$ cat config.mk
export PLATFORM = sky130hd
export DESIGN_NAME = img_mem_arbiter
export DESIGN_NICKNAME = d
export VERILOG_FILES = /design/src/rtl/dvi_pkg.sv /design/src/rtl/img_window_decode.sv /design/src/rtl/img_mem_arbiter.sv
export SDC_FILE = /design/constraint.sdc
export NUM_CORES = 1
export LEC_CHECK = 0
export ABC_AREA = 1
export BUFFER_PORTS_ARGS = -buffer_cell sky130_fd_sc_hd__buf_2
export CORE_AREA = 8 8 77 106
export DETAILED_ROUTE_END_ITERATION = 7
export DIE_AREA = 0 0 85 114
export MAX_ROUTING_LAYER = met4
export PLACE_DENSITY = 0.86
export SLEW_MARGIN = 20
export SYNTH_ARGS = -nofsm -noshare
export SYNTH_HDL_FRONTEND = slang
export SYNTH_SLANG_ARGS = --single-unit
$ cat constraint.sdc
create_clock -name clk_i -period 2.6 [get_ports clk_i]
set_input_delay 0.39 -clock clk_i [delete_from_list [all_inputs] [get_ports clk_i]]
set_output_delay 0.39 -clock clk_i [all_outputs]
set_load 0.02 [all_outputs]
$ cat src/rtl/dvi_pkg.sv
// dvi_pkg: shared DVI/image constants, the image-RAM arbiter state type and
// a saturating increment helper.
//   X_POS_W / Y_POS_W : widths of the timing generator's pixel/line counters
//   IMG_RES           : image edge length in pixels (square image)
//   IMG_ADDR_W        : image RAM address width, {row[7:0], col[7:0]}
//   V_ACTIVE          : first line of vertical blanking
//   WR_CNT_W          : width of the loader write counter
package dvi_pkg;

    localparam int unsigned X_POS_W    = 10;
    localparam int unsigned Y_POS_W    = 10;
    localparam int unsigned IMG_RES    = 256;
    localparam int unsigned IMG_ADDR_W = 16;
    localparam int unsigned V_ACTIVE   = 480;
    localparam int unsigned WR_CNT_W   = 17;

    typedef enum logic [1:0] {
        S_IDLE,
        S_VBLANK,
        S_ACTIVE
    } arb_state_t;

    // +1 when inc is set, sticking at all-ones instead of wrapping.
    function automatic logic [WR_CNT_W-1:0] sat_inc(input logic [WR_CNT_W-1:0] value,
                                                    input logic                inc);
        if (inc && (value != '1)) begin
            return value + WR_CNT_W'(1);
        end
        return value;
    endfunction

endpackage

$ cat src/rtl/img_window_decode.sv
// img_window_decode: maps the current raster position to the image window
// and to the image RAM read address. Shared with the image generator so
// both sides agree on the exact window bounds.
//   x         in  X_POS_W     current pixel column
//   y         in  Y_POS_W     current pixel line
//   in_window out 1           position lies strictly inside the window
//   rd_addr   out IMG_ADDR_W  {y - IY_OFFSET, x - IX_OFFSET}, low 8 bits each
module img_window_decode
    import dvi_pkg::*;
#(
    parameter int unsigned IX_OFFSET = 20,
    parameter int unsigned IY_OFFSET = 20
) (
    input  logic [X_POS_W-1:0]    x,
    input  logic [Y_POS_W-1:0]    y,
    output logic                  in_window,
    output logic [IMG_ADDR_W-1:0] rd_addr
);

    localparam logic [X_POS_W-1:0] X_LO  = X_POS_W'(IX_OFFSET);
    localparam logic [X_POS_W-1:0] X_HI  = X_POS_W'(IX_OFFSET + IMG_RES);
    localparam logic [Y_POS_W-1:0] Y_LO  = Y_POS_W'(IY_OFFSET);
    localparam logic [Y_POS_W-1:0] Y_HI  = Y_POS_W'(IY_OFFSET + IMG_RES);
    localparam logic [7:0]         X_LO8 = 8'(IX_OFFSET);
    localparam logic [7:0]         Y_LO8 = 8'(IY_OFFSET);

    logic [7:0] col;
    logic [7:0] row;

    assign in_window = (x > X_LO) && (x < X_HI) && (y > Y_LO) && (y < Y_HI);

    // Inside the window both offsets are below 256, so ((y-IY)<<8)+(x-IX)
    // reduces to concatenating the two 8-bit differences.
    assign col     = x[7:0] - X_LO8;
    assign row     = y[7:0] - Y_LO8;
    assign rd_addr = {row, col};

endmodule

$ cat src/rtl/img_mem_arbiter.sv
// img_mem_arbiter: shares the single-port image RAM between the display
// fetch path (fixed priority, one read per window pixel) and the loader
// write stream (valid/ready). Writes are confined to vertical blanking
// unless TEAR_OK allows free active-video cycles too.
//   clk_i, rst_i              pixel clock, synchronous active-high reset
//   x_i, y_i                  raster position from the timing generator
//   wr_valid_i/addr_i/data_i  loader write request, wr_ready_o accepts
//   mem_we_o/addr_o/wdata_o   RAM port, mem_rdata_i valid 1 cycle later
//   pix_o, pix_valid_o        image pixel to the colour mux, 2-cycle latency
//   wr_cnt_o, commit_o        writes of the last completed period + pulse
module img_mem_arbiter
    import dvi_pkg::*;
#(
    parameter int unsigned IX_OFFSET = 20,
    parameter int unsigned IY_OFFSET = 20,
    parameter int unsigned V_ACTIVE  = dvi_pkg::V_ACTIVE,
    parameter bit          TEAR_OK   = 1'b0
) (
    input  logic                  clk_i,
    input  logic                  rst_i,
    input  logic [X_POS_W-1:0]    x_i,
    input  logic [Y_POS_W-1:0]    y_i,
    input  logic                  wr_valid_i,
    input  logic [IMG_ADDR_W-1:0] wr_addr_i,
    input  logic [7:0]            wr_data_i,
    output logic                  wr_ready_o,
    output logic                  mem_we_o,
    output logic [IMG_ADDR_W-1:0] mem_addr_o,
    output logic [7:0]            mem_wdata_o,
    input  logic [7:0]            mem_rdata_i,
    output logic [7:0]            pix_o,
    output logic                  pix_valid_o,
    output logic [WR_CNT_W-1:0]   wr_cnt_o,
    output logic                  commit_o
);

    localparam logic [Y_POS_W-1:0] V_LIM = Y_POS_W'(V_ACTIVE);

    arb_state_t            state;
    logic [WR_CNT_W-1:0]   wr_count;
    logic [WR_CNT_W-1:0]   next_count;
    logic                  in_window;
    logic [IMG_ADDR_W-1:0] rd_addr;
    logic                  vblank_line;
    logic                  xfer;
    logic                  win_d;

    img_window_decode #(
        .IX_OFFSET(IX_OFFSET),
        .IY_OFFSET(IY_OFFSET)
    ) u_window (
        .x        (x_i),
        .y        (y_i),
        .in_window(in_window),
        .rd_addr  (rd_addr)
    );

    assign vblank_line = (y_i >= V_LIM);

    // The port opens on the first blanking line itself, before the state
    // register has caught up, so IDLE/ACTIVE also accept once y_i reaches
    // V_ACTIVE. VBLANK stays open on the wrap cycle so a last-cycle write
    // lands in the period being reported.
    always_comb begin
        wr_ready_o = 1'b0;
        if (!rst_i && !in_window) begin
            if (vblank_line) begin
                wr_ready_o = 1'b1;
            end else begin
                unique case (state)
                    S_VBLANK: wr_ready_o = 1'b1;
                    S_ACTIVE: wr_ready_o = TEAR_OK;
                    default:  wr_ready_o = 1'b0;
                endcase
            end
        end
    end

    assign xfer       = wr_valid_i && wr_ready_o;
    assign next_count = sat_inc(wr_count, xfer);

    // Display read has absolute priority; idle cycles park the port at 0.
    always_comb begin
        mem_we_o    = 1'b0;
        mem_addr_o  = '0;
        mem_wdata_o = '0;
        if (!rst_i) begin
            if (in_window) begin
                mem_addr_o = rd_addr;
            end else if (xfer) begin
                mem_we_o    = 1'b1;
                mem_addr_o  = wr_addr_i;
                mem_wdata_o = wr_data_i;
            end
        end
    end

    always_ff @(posedge clk_i) begin
        if (rst_i) begin
            state       <= S_IDLE;
            wr_count    <= '0;
            wr_cnt_o    <= '0;
            commit_o    <= 1'b0;
            win_d       <= 1'b0;
            pix_o       <= '0;
            pix_valid_o <= 1'b0;
        end else begin
            // RAM data of the previous window address arrives this cycle.
            win_d       <= in_window;
            pix_valid_o <= win_d;
            if (win_d) begin
                pix_o <= mem_rdata_i;
            end

            commit_o <= 1'b0;
            wr_count <= next_count;
            case (state)
                S_IDLE: begin
                    if (vblank_line) state <= S_VBLANK;
                end
                S_VBLANK: begin
                    if (!vblank_line) begin
                        state    <= S_ACTIVE;
                        wr_cnt_o <= next_count;
                        commit_o <= (next_count != '0);
                        wr_count <= '0;
                    end
                end
                S_ACTIVE: begin
                    if (vblank_line) state <= S_VBLANK;
                end
                default: state <= S_IDLE;
            endcase
        end
    end

endmodule

==> results.cfg, run 1 <==
[status]
status = finished, violations left
violations = setup timing

[pwr]
vdd_ir_drop_max_mv = 0.383
internal_power_uw = 1220
leakage_uw = 0.00195
power_frac_seq = 0.447
power.switching_uw = 428
power_frac_comb = 0.162
p_total_uw = 1650
p_clk_frac = 0.391
swShare = 0.260
power_density_mw_per_mm2 = 440

[floorplanning]
dieArea_mm2 = 0.00969
die_w_um = 85
io_pins = 108
core_area_mm2 = 0.00653
dieHeight_um = 114
rows = 35
start_util = 0.428

[global_route]
overflow = 0
first_global_vias = 3085
grt_max_degree = 29
grt_first_pass_wirelength_um = 13600
grt_usage = 0.173
antenna_found_initial = 0

[timing]
finClkSkew_ps = 8.89
hold_viol = 0
layout_setup_ws_ps = -23.1
tns_ps = -23.1
setup_viol_count_final = 1
final-max-slew-violation-count = 0
holdWs_ps = 307
relSlewSlack = 0.607
rsz0062_at_grt = true
timing.fmax_mhz = 381
period_share = 1.01
fin_crit_ps = 2620
tightest_slew_ps = 588

[clock_network]
numCtsBuffers = 5
cts_sinks = 47
root_buffer = clkbuf_8
clock_path_buffers = 2
htreeDepth = 2
clk_latency_ps = 300
cts_tree = built
cts_hold_buf = 0
path_clk_slew_ps = 90

[detailed_routing]
drc = 0
firstDrtPassIters = 5
via_per_inst = 5.02
initialDrtViolationCount = 182
ant_nets = 0
wire_per_inst_um = 13.7
wirelength_um = 8550
num_vias = 3140

[cells_and_area]
drive_gt1_frac = 0.332
area_growth_syn_to_layout_pct = 34.1
finalNetCount = 612
num-fill-cells = 620
antenna_cells = 0
multi_input_area_mm2 = 0.00158
instances_no_fill = 625
ff_latch_area_um2 = 946

[critical_path]
cp_max_fo = 16
arrival_ps = 2790
crit_slowest_cell = or4_4
end_kind = flip-flop
critPathKind = reg -> reg
path_common_cell = nand2_1
crit_required_ps = 2770
slowest_delay_ps = 410
cp_cell_sequence = ha_4 > nand3_2 > nor2_2 > nand2_1 > or4_4 > nor3_2 > ha_2 > inv_4 > buf_12 > nand4_1 > nand2_1 > inv_2 > nand2_1 > nor2_1 > nand2_1 > nor2_1 > nor2_1
start_kind = flip-flop

[logic_synthesis]
syn_nets = 486
synth-seq-cells = 47
avgSynthCellArea_um2 = 6.59
ys_seq_area_frac = 0.337
synth_area_mm2 = 0.00279
netlist_instances = 424
synth-warning-count = 0
synth.distinct_cells = 31

[place]
routabilityCongestion = 0.955
dpl_worst_slack_ps = 17.1
io_buffer_count = 107
hpwl_um = 6820
dp_cells = 610

[hold_path]
holdCritPathClass = in -> reg

[flow_run]
maxCapViolCount = 0
==> synth_stat cells (all sizes together) <==
cell type / instances / area, µm²
dfxtp: 47 / 941
or4: 1 / 7.51
inv: 59 / 221
nor3: 6 / 46.3
clkinv: 5 / 18.8
o21ai: 38 / 201
xor2: 14 / 123
xnor2: 5 / 43.8
nand3: 33 / 165
a21oi: 6 / 30.0
a32oi: 2 / 17.5
buf: 5 / 43.8
or2: 1 / 6.26
a211oi: 1 / 7.51
nand2: 90 / 358
nand4: 14 / 103
nor2: 79 / 312
clkbuf: 7 / 26.3
ha: 7 / 87.6
a22o: 4 / 35.0
==> critical path, delay by kind of cell (launching register included) <==
kind                       cells  cell delay [ps]
and+or+nand+nor               12             1500
adders and majority gates      2              350
DFF                            1              380
buffers and inverters          3              250
==> metrics by stage <==
step	utilization	instance area [µm²]
after floorplan	-	2800
after global placement	0.538	3510
after detailed placement	0.538	3510
after CTS	0.559	3650
after global routing	0.574	3750
final	0.574	3750
==> what timing repair did <==
| item | CTS | global route |
|---|---|---|
| endpoints found under the setup margin | 1 | 31 |
| gates resized for setup | 1 | 19 |
| pin swaps | 0 | 9 |
| buffers inserted | 0 | 7 |
==> cell type report <==
class                           instances  area share
Clock buffer                            5      0.0184
Sequential cell                        47       0.253
Timing Repair Buffer                  131       0.198
Inverter                               64      0.0648
Multi-Input combinational cell        301       0.423
Clock inverter                          3      0.0190
Tap cell                               74      0.0247
==> cells in the final DEF, fill, tap and decap left out, drive strengths merged, types with 6 or more instances in the layout <==
master	synthesis	routed
a21oi	6	6
buf	5	131
dfxtp	47	47
ha	7	7
inv	59	62
nand2	90	90
nand3	33	33
nand4	14	14
nor2	79	79
nor3	6	6
o21ai	38	38
xor2	14	14
==> power by group through the flow <==
| stage | Clock, µW | Sequential, µW | Combinational [µW] |
|---|---|---|---|
| 6_report | 645 | 736 | 267 |
| 5_1_grt | 688 | 738 | 296 |
| 2_1_floorplan | 0 | 758 | 149 |
| 3_5_place_dp | 0 | 753 | 264 |
| 3_3_place_gp | 0 | 752 | 259 |
| 4_1_cts | 654 | 736 | 265 |
==> sequential cells by signal, indices dropped and copies added, names as in the netlist <==
signal and flops:
pix_o 8, win_d 1, pix_valid_o 1, wr_cnt_o 17, state 2, wr_count 17
commit_o 1
==> routing by layer <==
metal  share of wire  GRT usage
met3           0.097     0.0619
met5               0          -
met2            0.50      0.318
met1            0.36      0.160
met4           0.038     0.0632
==> path summary, 6_finish.rpt <==
path                            startpoint                  endpoint  slack (ps)  cells after the start
setup reg to reg    wr_count[0]$_SDFF_PP0_       commit_o$_SDFF_PP0_         -20                     17
setup / recovery    wr_count[0]$_SDFF_PP0_       commit_o$_SDFF_PP0_         -20                     17
hold / removal              mem_rdata_i[0]     pix_o[0]$_SDFFE_PP0P_         310                      3
hold reg to reg   wr_cnt_o[2]$_SDFFE_PP0P_  wr_cnt_o[2]$_SDFFE_PP0P_         490                      2
==> logic make-up after synthesis <==
family,Yosys count,synth area share
compound gates,51,0.104
xor+xnor,19,0.0596
fa+ha+maj,7,0.0313
buf+inv,76,0.111
flops,47,0.337
simple gates,224,0.357
(Power assumes the default switching activity.)
==> run 2, diff against run 1 <==
Settings changed: GPL_ROUTABILITY_DRIVEN set to 0, SKIP_LAST_GASP set to 1.
==> run 2 against run 1 <==
Compared with the run above:
- the flow now finishes without violations
- routed wire length up 7.7%
- first-iteration DRC count up 35%
- critical path type unchanged
- worst hold slack worse by 9.0 ps
- maximum frequency up 1.3%
- critical path depth unchanged
- highest routed layer unchanged
- count of clock-buffer cells in the layout up 1
- critical endpoint unchanged
- cell count up 0.80%
- global-route usage up 0.45 points
- sequential share of layout area down 0.64 points
- worst setup slack better by 35 ps
- clock power down 11%
==> results.cfg, run 2 (synthesized netlist as in run 1, its figures left out) <==
[floorplanning]
start_util = 0.428
dieHeight_um = 114
core_area_mm2 = 0.00653
die_w_um = 85
dieArea_mm2 = 0.00969
rows = 35
io_pins = 108

[critical_path]
path_common_cell = nand2_1
cp-startpoint = wr_count[1]$_SDFF_PP0_
critPathKind = reg -> reg
cp_cell_sequence = ha_4 > nand3_2 > nor2_2 > nand2_1 > or4_4 > nor3_2 > ha_2 > inv_4 > buf_12 > nand4_1 > nand2_1 > inv_1 > nand2_1 > nor2_1 > nand2_1 > nor2_1 > nor2_1
cp_max_fo = 16
r2r_start = wr_count[1]$_SDFF_PP0_
crit_slowest_cell = or4_4
end_kind = flip-flop
slowest_delay_ps = 420
start_kind = flip-flop
crit_required_ps = 2780
arrival_ps = 2770

[global_route]
grtUsageMet3 = 0.0676
overflow = 0
grt_first_pass_wirelength_um = 13800
grt_usage = 0.177
first_global_vias = 3165
grt_busiest_layer = met2
use_met1 = 0.158
grt_max_degree = 29
use_met2 = 0.327
antenna_found_initial = 0

[clock_network]
cts_hold_buf = 0
numCtsBuffers = 5
path_clk_slew_ps = 90
root_buffer = clkbuf_8
clk_latency_ps = 310
cts_sinks = 47
cts_tree = built
htreeDepth = 2
clock_path_buffers = 2

[cells_and_area]
drive_gt1_frac = 0.356
instances_no_fill = 630
area_growth_syn_to_layout_pct = 37.6
antenna_cells = 0
layout_commonest_cell = buf_2
fin_util = 0.589
finalNetCount = 617
layout_common_cells = buf_2, nand2_1, nor2_1, dfxtp_1, inv_1
num-fill-cells = 579
top_regs = wr_cnt_o (17), wr_count (17), pix_o (8)

[timing]
finClkSkew_ps = 8.90
setup_viol_count_final = 0
hold_viol = 0
final-max-slew-violation-count = 0
fin_crit_ps = 2590
rsz0062_at_grt = true
timing.fmax_mhz = 386
relSlewSlack = 0.590
period_share = 0.995
tightest_slew_ps = 613

[pwr]
power_density_mw_per_mm2 = 417
vdd_ir_drop_max_mv = 0.293
leakage_uw = 0.00198

[place]
io_buffer_count = 107
dp_cells = 608
hpwl_um = 6850

[detailed_routing]
ant_nets = 0
drc = 0
num_vias = 3323
wire_per_inst_um = 14.6
firstDrtPassIters = 7
initialDrtViolationCount = 246
via_per_inst = 5.27
wirelength_um = 9210

[flow_run]
maxCapViolCount = 0

[hold_path]
holdCritPathClass = in -> reg
holdCritStartpoint = mem_rdata_i[0]

[status]
status = completed
==> run 2: changes by cell type in the layout (fill, tap and decap cells not counted), sizes merged <==
cell      delta
buf          +3
bufinv       -1
clkbuf       +3
clkinv       +1
clkinvlp     +1
inv          -2
==> run 2: per-stage QoR <==
| stage | total power, µW | hold WS [ps] | setup TNS, ps | cell area, µm² | setup slack, ps |
|---|---|---|---|---|---|
| 6_report | 1600 | 298 | 0 | 3840 | 11.8 |
| 4_1_cts | 1580 | 298 | -45.9 | 3630 | -45.9 |
| 5_1_grt | 1670 | 308 | -501 | 3840 | -110 |
| 3_3_place_gp | 1010 | 464 | -7.84 | 3490 | -7.84 |
| 3_5_place_dp | 1010 | 474 | -125 | 3490 | -125 |
| 2_1_floorplan | 907 | 458 | 0 | 2800 | 33.1 |
==> run 2: routing by layer <==
metal,wire [µm],up-vias
met5,0,-
met4,263,0
met3,894,26
met2,4740,174
met1,3310,1514
li1,-,1609
==> run 2: path summary, 6_finish.rpt <==
| check | to | cells after the start | slack (ps) |
|---|---|---|---|
| setup reg to reg | commit_o$_SDFF_PP0_ | 17 | 10 |
| hold reg to reg | wr_cnt_o[4]$_SDFFE_PP0P_ | 2 | 490 |
| hold / removal | pix_o[0]$_SDFFE_PP0P_ | 3 | 300 |
| setup / recovery | commit_o$_SDFF_PP0_ | 17 | 10 |
==> run 2: cell type report <==
| type | instances | area, µm² | area share |
|---|---|---|---|
| Clock buffer | 6 | 82.6 | 0.0215 |
| Clock inverter | 2 | 38.8 | 0.0101 |
| Sequential cell | 47 | 946 | 0.246 |
| Timing Repair Buffer | 136 | 833 | 0.217 |
| Tap cell | 74 | 92.6 | 0.0241 |
| Inverter | 64 | 246 | 0.0641 |
| Multi-Input combinational cell | 301 | 1600 | 0.417 |
==> run 2: repair_timing <==
| action | in CTS | in global routing |
|---|---|---|
| setup endpoints to repair | 1 | 25 |
| cloned | 0 | 2 |
| resized for setup | 6 | 30 |
| pin swaps | 1 | 18 |
| setup buffers | 1 | 11 |
==> run 2: critical path, delay by kind of cell, from the launching register on <==
family | cells | cell delay, ps
buf+inv | 3 | 290
flops | 1 | 380
fa+ha+maj | 2 | 360
simple gates | 12 | 1420
==> run 2: report_power, final <==
group	switching [µW]	internal [µW]	total, µW	leakage, µW
clock network	256	316	572	0.0000618
logic	177	118	295	0.00153
registers	7.05	730	737	0.000382
==> run 3, diff against run 2 <==
Settings changed: CTS_BUF_LIST set to sky130_fd_sc_hd__clkbuf_16.
==> run 3 against run 2 <==
Compared with the run above:
- the run now ends with setup timing left
- total power increased by 10%
- cell count up 0.32%
- routed wire length grew 7.0%
- clock power increased by 27%
- die area is the same
- combinational power up 3%
- count of clock-buffer cells in the layout down 1
- sequential share of layout area down 0.64 points
- critical path type unchanged
- largest cell class unchanged
==> results.cfg, run 3 (synthesized netlist as in run 1, its figures left out) <==
[cells_and_area]
area_growth_syn_to_layout_pct = 41.6
top_regs = wr_cnt_o (17), wr_count (17), pix_o (8)
layout_commonest_cell = buf_2
instances_no_fill = 632
drive_gt1_frac = 0.376
antenna_cells = 0
finalNetCount = 619
fin_area_mm2 = 0.00396
layout_common_cells = buf_2, nand2_1, nor2_1, dfxtp_1, inv_1

[detailed_routing]
ant_nets = 0
firstDrtPassIters = 7
via_per_inst = 5.41
wirelength_um = 9860
wire_per_inst_um = 15.6
num_vias = 3417
drc = 0
initialDrtViolationCount = 255

[critical_path]
crit_slowest_cell = or4_4
start_kind = flip-flop
path_buf_inv = 3
cp_top_family = simple AND/OR/NAND/NOR gates
end_kind = flip-flop
cp_cell_sequence = ha_4 > nand3_4 > nor2_4 > nand2_2 > or4_4 > nor3_2 > ha_2 > inv_4 > clkbuf_16 > nand4_1 > nand2_1 > inv_1 > nand2_1 > nor2_1 > nand2_1 > nor2_1 > nor2_1
slowest_delay_ps = 410
cp_max_fo = 8
arrival_ps = 2790
critPathKind = reg -> reg
crit_required_ps = 2740

[floorplanning]
io_pins = 108
rows = 35
die_w_um = 85
dieArea_mm2 = 0.00969
core_area_mm2 = 0.00653
dieHeight_um = 114
start_util = 0.428

[place]
io_buffer_count = 107
hpwl_um = 6850
dpl_worst_slack_ps = -125
dp_cells = 608
placed_cell_area_mm2 = 0.00349

[pwr]
leakage_uw = 0.00201
power.switching_uw = 460
vdd_ir_drop_max_mv = 0.296
power_density_mw_per_mm2 = 446
swShare = 0.261
power_frac_comb = 0.173
internal_power_uw = 1310
p_clk_frac = 0.410
power_frac_seq = 0.418

[clock_network]
htreeDepth = 2
cts_tree = built
clock_path_buffers = 2
cts_sinks = 47
cts_hold_buf = 0
path_clk_slew_ps = 60
root_buffer = clkbuf_16
clk_latency_ps = 290
numCtsBuffers = 5

[timing]
fin_crit_ps = 2650
period_share = 1.02
relSlewSlack = 0.595
tightest_slew_ps = 605
rsz0062_at_grt = true
setup_viol_count_final = 1
final-max-slew-violation-count = 0
hold_viol = 0
layout_setup_ws_ps = -48.7
finClkSkew_ps = 6.35
timing.fmax_mhz = 378

[flow_run]
maxCapViolCount = 0

[hold_path]
holdCritPathClass = in -> reg

[status]
status = finished, violations left
violations = setup timing

[global_route]
first_global_vias = 3187
overflow = 0
antenna_found_initial = 0
grt_usage = 0.186
grt_first_pass_wirelength_um = 14600
grt_max_degree = 29
==> run 3: cell type report <==
type	instances	area [µm²]
clock buffer	5	125
inverter	64	246
sequential	47	948
tap	74	92.6
timing repair buffer	138	865
fill	538	2570
multi-input combinational	301	1640
clock inverter	3	42.5
==> run 3: path summary, 6_finish.rpt <==
path                                 start  depth (start not counted)                       end  slack, ps
setup reg to reg    wr_count[0]$_SDFF_PP0_                         17       commit_o$_SDFF_PP0_        -50
hold / removal              mem_rdata_i[3]                          3     pix_o[3]$_SDFFE_PP0P_        330
hold reg to reg   wr_cnt_o[1]$_SDFFE_PP0P_                          2  wr_cnt_o[1]$_SDFFE_PP0P_        490
setup / recovery    wr_count[0]$_SDFF_PP0_                         17       commit_o$_SDFF_PP0_        -50
==> run 3: worst register-to-register path, delay by kind of cell, from the launching register on <==
family        cells  cell delay [ps]
flops             1              360
buf+inv           3              300
simple gates     12             1470
fa+ha+maj         2              370
==> run 3: repair_timing <==
action / CTS / global route
endpoints found under the hold margin: 0 / 0
pin swaps: 2 / 23
endpoints found under the setup margin: 1 / 26
setup buffers: 2 / 11
gates cloned: 0 / 3
gates resized for setup: 7 / 42
==> run 3: routing by layer <==
metal / share of wire / up-vias / global-route usage
li1: - / 1605 / -
met1: 0.35 / 1540 / 0.174
met2: 0.51 / 225 / 0.344
met3: 0.10 / 47 / 0.0626
met4: 0.044 / 0 / 0.0656
met5: 0 / - / -
==> run 3: power groups by stage <==
stage / logic [µW] / clock network [µW] / registers, µW
floorplan: 149 / 0 / 758
global placement: 256 / 0 / 752
detailed placement: 261 / 0 / 753
CTS: 268 / 733 / 737
global route: 333 / 766 / 738
finish: 305 / 724 / 738
==> run 3: stage by stage <==
stage	TNS [ps]	hold slack, ps	power [µW]	utilization
floorplan	0	458	907	-
global placement	-7.84	464	1010	0.535
detailed placement	-125	474	1010	0.535
CTS	-42.8	329	1740	0.567
global route	-802	344	1840	0.606
finish	-48.7	328	1770	0.606
